==> config.mk <==
export PLATFORM = sky130hd
export DESIGN_NAME = div_core
export DESIGN_NICKNAME = d
export VERILOG_FILES = /design/src/rtl/div_core_pkg.sv /design/src/rtl/div_step.sv /design/src/rtl/div_core.sv
export SDC_FILE = /design/constraint.sdc
export NUM_CORES = 1
export LEC_CHECK = 0
export CAP_MARGIN = 0
export CORE_UTILIZATION = 55
export CTS_CLUSTER_DIAMETER = 40
export DETAILED_ROUTE_END_ITERATION = 8
export GPL_ROUTABILITY_DRIVEN = 0
export PLACE_DENSITY_LB_ADDON = 0.3
export SLEW_MARGIN = 20
export SYNTH_ARGS = -nofsm -noshare
export SYNTH_HDL_FRONTEND = slang
export SYNTH_SLANG_ARGS = --single-unit
==> constraint.sdc <==
create_clock -name clk -period 6.22 [get_ports clk]
set_input_delay 1.244 -clock clk [delete_from_list [all_inputs] [get_ports clk]]
set_output_delay 1.244 -clock clk [all_outputs]
set_load 0.02 [all_outputs]
==> src/rtl/div_core_pkg.sv <==
// rtl/div_core_pkg.sv - shared divider definitions: state encodings, bus widths, handshake constants
package div_core_pkg;

  localparam int DIV_BUS_W        = 32;
  localparam int DIV_RESULT_BUS_W = 2 * DIV_BUS_W;

  localparam logic DivStart          = 1'b1;
  localparam logic DivStop           = 1'b0;
  localparam logic DivResultReady    = 1'b1;
  localparam logic DivResultNotReady = 1'b0;

  typedef enum logic [1:0] {
    DivFree   = 2'b00,
    DivByZero = 2'b01,
    DivOn     = 2'b10,
    DivEnd    = 2'b11
  } div_state_e;

endpackage

==> src/rtl/div_step.sv <==
// rtl/div_step.sv - one combinational restoring shift-subtract iteration
module div_step #(
  parameter int DATA_W = 32
) (
  input  logic [DATA_W-1:0] rem,
  input  logic [DATA_W-1:0] dividend,
  input  logic [DATA_W-1:0] divisor,
  output logic [DATA_W-1:0] rem_next,
  output logic [DATA_W-1:0] quot_next
);

  logic [DATA_W:0] shifted;
  logic [DATA_W:0] trial;

  // Extra top bit keeps the trial exact even when the shifted remainder reaches 2^DATA_W
  always_comb begin
    shifted   = {rem, dividend[DATA_W-1]};
    trial     = shifted - {1'b0, divisor};
    rem_next  = trial[DATA_W] ? shifted[DATA_W-1:0] : trial[DATA_W-1:0];
    quot_next = {dividend[DATA_W-2:0], ~trial[DATA_W]};
  end

endmodule

==> src/rtl/div_core.sv <==
// rtl/div_core.sv - multi-cycle radix-2 restoring divider for DIV/DIVU
module div_core
  import div_core_pkg::*;
#(
  parameter int DATA_W = DIV_BUS_W
) (
  input  logic                  clk,
  input  logic                  rst_n,
  input  logic                  signed_flag,
  input  logic [DATA_W-1:0]     opdata1,
  input  logic [DATA_W-1:0]     opdata2,
  input  logic                  start_flag,
  input  logic                  cancel_flag,
  output logic                  complete_flag,
  output logic [2*DATA_W-1:0]   div_result
);

  localparam int CNT_W = $clog2(DATA_W);

  div_state_e        state_q, state_d;
  logic [CNT_W-1:0]  count_q;
  logic [DATA_W-1:0] rem_q, dvd_q, dvs_q;
  logic              sign1_q, sign2_q, signed_q;
  logic [DATA_W-1:0] rem_next, quot_next, rem_fix, quot_fix, mag1, mag2;
  logic              start_req, last_iter;

  assign start_req = (start_flag == DivStart) && !cancel_flag;
  assign last_iter = (count_q == CNT_W'(DATA_W - 1));

  // Operand magnitudes; only signed requests with a negative operand are negated
  always_comb begin
    mag1 = (signed_flag && opdata1[DATA_W-1]) ? -opdata1 : opdata1;
    mag2 = (signed_flag && opdata2[DATA_W-1]) ? -opdata2 : opdata2;
  end

  div_step #(.DATA_W(DATA_W)) u_step (
    .rem       (rem_q),
    .dividend  (dvd_q),
    .divisor   (dvs_q),
    .rem_next  (rem_next),
    .quot_next (quot_next)
  );

  // Sign fix: quotient negative when signs differ, remainder follows the dividend
  always_comb begin
    quot_fix = (signed_q && (sign1_q ^ sign2_q)) ? -quot_next : quot_next;
    rem_fix  = (signed_q && sign1_q) ? -rem_next : rem_next;
  end

  // State register
  always_ff @(posedge clk or negedge rst_n) begin
    if (!rst_n) state_q <= DivFree;
    else        state_q <= state_d;
  end

  // Next-state logic; cancel wins over completion
  always_comb begin
    state_d = state_q;
    case (state_q)
      DivFree:   if (start_req) state_d = (opdata2 == '0) ? DivByZero : DivOn;
      DivByZero: state_d = cancel_flag ? DivFree : DivEnd;
      DivOn: begin
        if (cancel_flag)    state_d = DivFree;
        else if (last_iter) state_d = DivEnd;
      end
      DivEnd:    if (cancel_flag || start_flag == DivStop) state_d = DivFree;
      default:   state_d = DivFree;
    endcase
  end

  // Datapath: operand capture, iteration, result load and handshake flag
  always_ff @(posedge clk or negedge rst_n) begin
    if (!rst_n) begin
      count_q       <= '0;
      rem_q         <= '0;
      dvd_q         <= '0;
      dvs_q         <= '0;
      sign1_q       <= 1'b0;
      sign2_q       <= 1'b0;
      signed_q      <= 1'b0;
      complete_flag <= DivResultNotReady;
      div_result    <= '0;
    end else begin
      case (state_q)
        DivFree: begin
          complete_flag <= DivResultNotReady;
          if (start_req && opdata2 != '0) begin
            dvd_q    <= mag1;
            dvs_q    <= mag2;
            rem_q    <= '0;
            count_q  <= '0;
            sign1_q  <= opdata1[DATA_W-1];
            sign2_q  <= opdata2[DATA_W-1];
            signed_q <= signed_flag;
          end
        end
        DivByZero: begin
          if (cancel_flag) begin
            complete_flag <= DivResultNotReady;
          end else begin
            div_result    <= '0;
            complete_flag <= DivResultReady;
          end
        end
        DivOn: begin
          if (cancel_flag) begin
            complete_flag <= DivResultNotReady;
          end else begin
            rem_q   <= rem_next;
            dvd_q   <= quot_next;
            count_q <= count_q + 1'b1;
            if (last_iter) begin
              div_result    <= {rem_fix, quot_fix};
              complete_flag <= DivResultReady;
            end
          end
        end
        DivEnd: begin
          if (cancel_flag || start_flag == DivStop) complete_flag <= DivResultNotReady;
        end
        default: complete_flag <= DivResultNotReady;
      endcase
    end
  end

endmodule

# ---- Yosys cells after proc, flatten, opt, wreduce, memory -nomap -nowiden
# Cells that the tools add are included.
dict set report classes {
  n_addsub 6
  mux 30
  bitwise 3
  eq_ne 11
  n_reduce_logical 18
}
# operator count
set op_table {}
lappend op_table {{32-bit 2-to-1 mux} 9}
lappend op_table {{64-bit 2-to-1 mux} 3}
lappend op_table {{32-bit negator} 4}
lappend op_table {{32-bit one-hot mux with 2 select lines} 2}
lappend op_table {{64-bit one-hot mux with 2 select lines} 1}
lappend op_table {{33-bit by 32-bit subtractor with 33-bit output} 1}
lappend op_table {{32-bit logical NOT} 1}
lappend op_table {{32-bit nonzero test} 1}
lappend op_table {{2-bit 2-to-1 mux} 6}
lappend op_table {{2-bit inequality test (second input constant)} 6}
lappend op_table {{5-bit 2-to-1 mux} 2}
lappend op_table {{5-bit one-hot mux with 2 select lines} 1}
lappend op_table {{2-bit one-hot mux with 4 select lines} 1}
lappend op_table {{1-bit logical AND} 6}
lappend op_table {{3-bit AND reduction} 2}
lappend op_table {{5-bit by 1-bit adder with 5-bit output (second input constant)} 1}
lappend op_table {{5-bit == test (second input constant)} 1}
lappend op_table {{2-bit == test (second input constant)} 2}
lappend op_table {{1-bit 2-to-1 mux} 4}
lappend op_table {{1-bit one-hot mux with 4 select lines} 1}
lappend op_table {{2-bit AND reduction} 2}
lappend op_table {{4-bit AND reduction} 1}
lappend op_table {{2-bit nonzero test} 2}
lappend op_table {{3-bit inequality test (second input constant)} 1}
lappend op_table {{other kinds (6)} 7}
dict set report totals {
  word_cells 78
  output_inout_bits 65
  inputBits 69
  reg_bits 171
}

# ---- Longest topological paths before layout
dict set report depth {
  ltp_word 7
  mapped_depth 25
  depth_no_buf 22
}

# ---- Hierarchy
# Synthesis repeated with hierarchy kept, for this count alone.
dict set report hier_totals {
  cells_unflattened 1354
  area_unflattened_um2 11928.9
}
# module n_inst cells_each seq_area_each_um2 area_each_um2
set modules_own_cells {}
lappend modules_own_cells {div_core 1 1018 4279.1 9337.7}
lappend modules_own_cells {div_step 1 336 0.0 2591.2}

# ---- Worst setup path after synthesis
# No wires, ideal clock.
dict set report synth_timing {
  path_type {register to register}
  startpoint {register dvd_q[31]}
  endpoint {register div_result[62]}
  required_time_ns 6.144
  t_arrival_ns 4.962
  path_buffers 3
  period_less_slack_ns 5.039
  setup_ns 0.076
  path_slack_ns 1.181
  stages_incl_launch_ff 26
  cell_sequence {dfrtp_1 > inv_1 > ha_1 > inv_1 > fa_1 > a211oi_2 > o211ai_2 > nand3_1 > and2_1 > a31o_4 > nor2_4 > inv_2 > buf_6 > clkbuf_1 > buf_1 > nor2_1 > a21oi_1 > ha_1 > nand2_1 > or4_1 > a2111oi_1 > a31oi_1 > nor4_4 > a41oi_1 > xor2_1 > o21ai_1}
}
dict set report synth_via {
  elab_chain_cells 7
}
# element line
set synth_lines {}
lappend synth_lines {{start: declaration} div_core.sv:22} ;# logic [DATA_W-1:0] rem_q, dvd_q, dvs_q;
lappend synth_lines {{start signal: assignment} div_core.sv:88} ;# dvd_q <= mag1;
lappend synth_lines {{start signal: assignment} div_core.sv:110} ;# dvd_q <= quot_next;
lappend synth_lines {{33-bit by 32-bit subtractor with 33-bit output} div_step.sv:18} ;# trial = shifted - {1'b0, divisor};
lappend synth_lines {{32-bit 2-to-1 mux *} div_step.sv:19} ;# rem_next = trial[DATA_W] ? shifted[DATA_W-1:0] : trial[DATA_W-1:0];
lappend synth_lines {{32-bit negator} div_core.sv:47} ;# rem_fix = (signed_q && sign1_q) ? -rem_next : rem_next;
lappend synth_lines {{32-bit 2-to-1 mux *} div_core.sv:47}
lappend synth_lines {{64-bit 2-to-1 mux *} div_core.sv:112} ;# if (last_iter) begin
lappend synth_lines {{64-bit 2-to-1 mux *} div_core.sv:106} ;# if (cancel_flag) begin
lappend synth_lines {{64-bit one-hot mux with 2 select lines *} div_core.sv:84} ;# case (state_q)
lappend synth_lines {{end signal: assignment} div_core.sv:113} ;# div_result <= {rem_fix, quot_fix};
lappend synth_lines {{end: declaration} div_core.sv:15} ;# output logic [2*DATA_W-1:0] div_result
# Mark *: on every way between the ends. The rest lies on a longest branch, timed or not. The select of a mux whose other input is x is not followed.
# A chain may end at the register's enable or synchronous reset.

# ---- Final worst setup path
# Ends and elaborated chain as after synthesis.

==> impl_summary.txt <==
----------------------------------------------------
[Floorplanning]
  Total die area ... 0.0228 mm²
  Area of the core ... 0.0218 mm²
  Die Y ... 151 µm
  Horizontal extent of the die ... 151 µm
  Ports ... 134
  Number of rows in the core area ... 54
  Starting density of the core ... 56.0%

[STA]
  Max Clock Skew ... 0.0120 ns
  Final setup violation count ... 0
  F_max ... 185 MHz
  Period Utilization, post-route ... 86.8%
  Total negative slack ... 0 ns
  Final Hold Vio Count ... 0
  Clock period minus worst slack ... 5.40 ns
  Unrepaired setup endpoints after global routing ... no
  Max-slew violation count ... 0
  Slew of the pin with the lowest slew margin ... 0.901 ns
  Worst slew slack as a fraction of its limit ... 39.9%

[Cells and area]
  Fraction of layout instances using a drive strength above 1 ... 5.02%
  Area added between synthesis and finish ... 16.6%
  Filler Cells Inserted ... 1852
  Total number of nets in the final design ... 1713
  Fin cells ... 1894
  Antenna cells ... 0

[Worst setup path]
  Max stage delay cell, worst path ... sky130_fd_sc_hd__or4_1
  Data required time at the worst endpoint ... 6.59 ns
  CP endpoint kind ... flip-flop
  Buffers plus inverters on the worst setup path ... 3
  Delay-heaviest family, CP ... compound AO/OA/AOI/OAI gates
  Count of cells along the worst register-to-register path ... 21
  Reg-to-Reg End ... div_result[62]
  Worst reg2reg setup slack ... 0.82 ns
  Element type at the critical path start ... flip-flop
  Critical R2R Launch ... dvd_q[31]
  Peak per-stage delay on the critical path ... 0.52 ns
  Cell chain of the critical path ... inv_1 -> ha_1 -> inv_1 -> fa_1 -> a211oi_2 -> o211ai_2 -> nand3_1 -> and2_1 -> a31o_4 -> nor2_4 -> inv_2 -> mux2i_1 -> ha_1 -> nand2_1 -> or4_1 -> a2111oi_1 -> a31oi_1 -> nor4_4 -> a41oi_1 -> xor2_1 -> o21ai_1
  Worst-path fanout max ... 10
  Critical path arrival ... 5.76 ns
  Crit Path Class ... reg2reg

[Route]
  Number of nets with antenna violations after detailed routing ... 0
  Final wirelength ... 33000 µm
  Routed len/inst ... 17.4 µm
  Routed via count divided by cell count ... 6.04
  DR iter-0 viols ... 999
  Via total after detailed routing ... 11400
  DRC violations left ... 0
  Number of optimization iterations in the first detailed-route pass ... 5

[Hold path]
  Hold wc startpoint ... div_result[7]
  Classification of the worst-slack hold path ... reg2reg
  Hold-critical path endpoint ... div_result[7]
  Cell depth of the worst hold path ... 2

[Pwr]
  Total leakage power ... 5.88 nW
  Peak VDD IR ... 0.305 mV
  Total power divided by cell area ... 390 mW/mm²

[Clock network]
  Latest clock arrival within the worst-skew pair ... 0.45 ns
  Clock Root Buffer ... sky130_fd_sc_hd__clkbuf_16
  CTS H-Tree Depth ... 4
  TritonCTS Sinks ... 171
  Total of hold buffers inserted after clock tree synthesis ... 0
  Number of buffers inserted during clock tree synthesis ... 17
  Clock transition time at the flip-flop clock pins of the worst setup and hold paths ... 0.07 ns
  Buffer levels on the longest clock path ... 2
  CTS resizes ... 0
  Post-CTS repair timing setup buffer count ... 0
  Clock tree from TritonCTS ... done

[Global route]
  First-pass GRT wire length ... 53100 µm
  Number of antenna violations at the first check in global routing ... 0
  Number of global-route vias before repair ... 10300
  GR Overflow Total ... 0
  Overall track demand over capacity in global routing ... 29.6%
  Largest net degree at the start of global routing ... 110

[Synth]
  Post-synth cell types ... 94
  Gate count of the mapped netlist ... 1519
  EDFF count, synth ... 0
  Number of flip-flops and latches in the synthesized netlist ... 171
  Most frequently used flop master after synthesis ... sky130_fd_sc_hd__dfrtp_1
  Warnings from Yosys ... 0
  Synth Net Count ... 1631
  Fraction of registers with async set/reset ... 100%
  Synth Area per Inst ... 8.05 µm²
  Part of the Yosys area used for sequential elements ... 35.0%
  Post-Synthesis Cell Area ... 0.0122 mm²

[Placement]
  # placed instances ... 1861
  Port buffer count ... 133
  Half-perimeter wire length of the detailed placement result ... 24100 µm

[Flow run]
  Max-capacitance violation count ... 0

[Outcome]
  Status ... completed

----------------------------------------------------
[worst max path at each step]
| stage | cells after the start | end | start |
|---|---|---|---|
| final | 21 | div_result[62] | dvd_q[31] |
| after global routing | 22 | div_result[62] | dvd_q[31] |
| after CTS | 21 | div_result[62] | dvd_q[31] |
| after detailed placement | 11 | rem_q[3] | opdata2[7] |
| after global placement | 11 | rem_q[24] | opdata2[7] |
| after floorplan | 25 | div_result[62] | dvd_q[31] |
[routing by layer]
metal,vias up,GRT usage [%],wire length [µm]
met3,77,4.82,2070
met1,5365,40.8,14700
li1,5540,-,-
met4,0,10.5,1020
met5,-,0,0
met2,467,47.0,15300
[area by class of cell]
type	instances	area (µm²)	area share [%]
clock buffers	17	425	2.98
clock inverters	15	169	1.18
inverters	54	203	1.42
multi-input cells	1212	7400	51.9
flip-flops and latches	171	4280	30.0
well taps	280	350	2.46
repair buffers	145	1440	10.1
[cell families (layout without fill, tap and decap cells)]
group / count (synthesis) / after routing / synth area share [%]
AO/OA/AOI/OAI: 475 / 475 / 23.2
XOR/XNOR: 146 / 146 / 10.5
adder cells (fa/ha/maj): 43 / 43 / 4.46
buffers and inverters: 136 / 231 / 4.63
flip-flops: 171 / 171 / 35.0
multiplexers: 31 / 31 / 2.61
AND/OR/NAND/NOR: 517 / 517 / 19.7
[power breakdown]
part,switching [mW],internal (mW),total (mW)
Sequential,0.226,1.35,1.58
Clock,0.537,0.542,1.08
Combinational,1.84,1.07,2.91
Total,2.60,2.96,5.57
[layout by cell type (no fill, tap or decap), drive strengths merged, types with 8 or more instances in the layout]
cell             n
and2            10
nand2b           8
inv             62
buf             12
nor2b            8
nand2          233
nand3           17
nand3b           8
o31ai           19
clkbuf          18
xnor2           67
nand4           11
clkdlybuf4s50  132
mux2i           24
a21o            10
xor2            79
or4             15
dfrtp          171
ha              42
nor4            22
or3             21
a21oi          137
nor2           114
o21ai          221
a31oi           15
nor3            29
[worst reg2reg max path: cells and delay by family, from the launching register on]
kind,cells,cell delay [ns]
AO/OA/AOI/OAI,7,1.86
AND/OR/NAND/NOR,6,1.31
adder cells (fa/ha/maj),3,0.95
flip-flops,1,0.41
buffers and inverters,3,0.32
multiplexers,1,0.29
XOR/XNOR,1,0.19
[stage by stage]
step | hold slack (ns) | setup WS [ns] | power, mW | utilization [%] | instance area, µm²
floorplan | 0.454 | 1.18 | 3.72 | - | 12200
global placement | 0.463 | 1.09 | 4.35 | 62.5 | 13600
detailed placement | 0.472 | 1.02 | 4.41 | 62.5 | 13600
CTS | 0.488 | 0.936 | 5.52 | 65.3 | 14200
global route | 0.507 | 0.307 | 5.93 | 65.4 | 14300
finish | 0.478 | 0.822 | 5.57 | 65.4 | 14300
[cells in the mapped netlist, types with 5 or more instances]
cell / number / area [µm²]
sky130_fd_sc_hd__nand3b_1: 8 / 60.1
sky130_fd_sc_hd__nor4_1: 21 / 131
sky130_fd_sc_hd__xor2_1: 79 / 692
sky130_fd_sc_hd__a31oi_1: 15 / 93.8
sky130_fd_sc_hd__nand3_1: 16 / 80.1
sky130_fd_sc_hd__mux2_2: 6 / 67.6
sky130_fd_sc_hd__a21o_1: 10 / 75.1
sky130_fd_sc_hd__o21a_1: 7 / 52.6
sky130_fd_sc_hd__and3_1: 6 / 37.5
sky130_fd_sc_hd__nor2_1: 113 / 424
sky130_fd_sc_hd__nand2b_1: 8 / 50.1
sky130_fd_sc_hd__nand4_1: 11 / 68.8
sky130_fd_sc_hd__o211ai_1: 5 / 37.5
sky130_fd_sc_hd__clkbuf_1: 46 / 173
sky130_fd_sc_hd__mux2i_1: 24 / 240
sky130_fd_sc_hd__o21ai_1: 38 / 190
sky130_fd_sc_hd__buf_2: 30 / 150
sky130_fd_sc_hd__inv_1: 53 / 199
sky130_fd_sc_hd__nand2_1: 232 / 871
sky130_fd_sc_hd__nor2b_1: 8 / 50.1
sky130_fd_sc_hd__a41oi_1: 6 / 52.6
sky130_fd_sc_hd__nor3_1: 27 / 135
sky130_fd_sc_hd__a21oi_1: 136 / 681
sky130_fd_sc_hd__and2_1: 8 / 50.1
sky130_fd_sc_hd__o31ai_1: 17 / 128
sky130_fd_sc_hd__xnor2_1: 67 / 587
sky130_fd_sc_hd__dfrtp_1: 171 / 4280
sky130_fd_sc_hd__or4_1: 14 / 105
sky130_fd_sc_hd__or3_1: 21 / 131
sky130_fd_sc_hd__ha_1: 42 / 526
sky130_fd_sc_hd__o21ai_0: 183 / 916
sky130_fd_sc_hd__o41ai_1: 6 / 52.6
[flip-flops by register name, indices dropped and copies added (netlist names)]
register and cells:
sign2_q 1, rem_q 32, dvs_q 32, complete_flag 1, dvd_q 32, signed_q 1, div_result 64, sign1_q 1
count_q 5, state_q 2
Power figures use the tool's default switching activity.
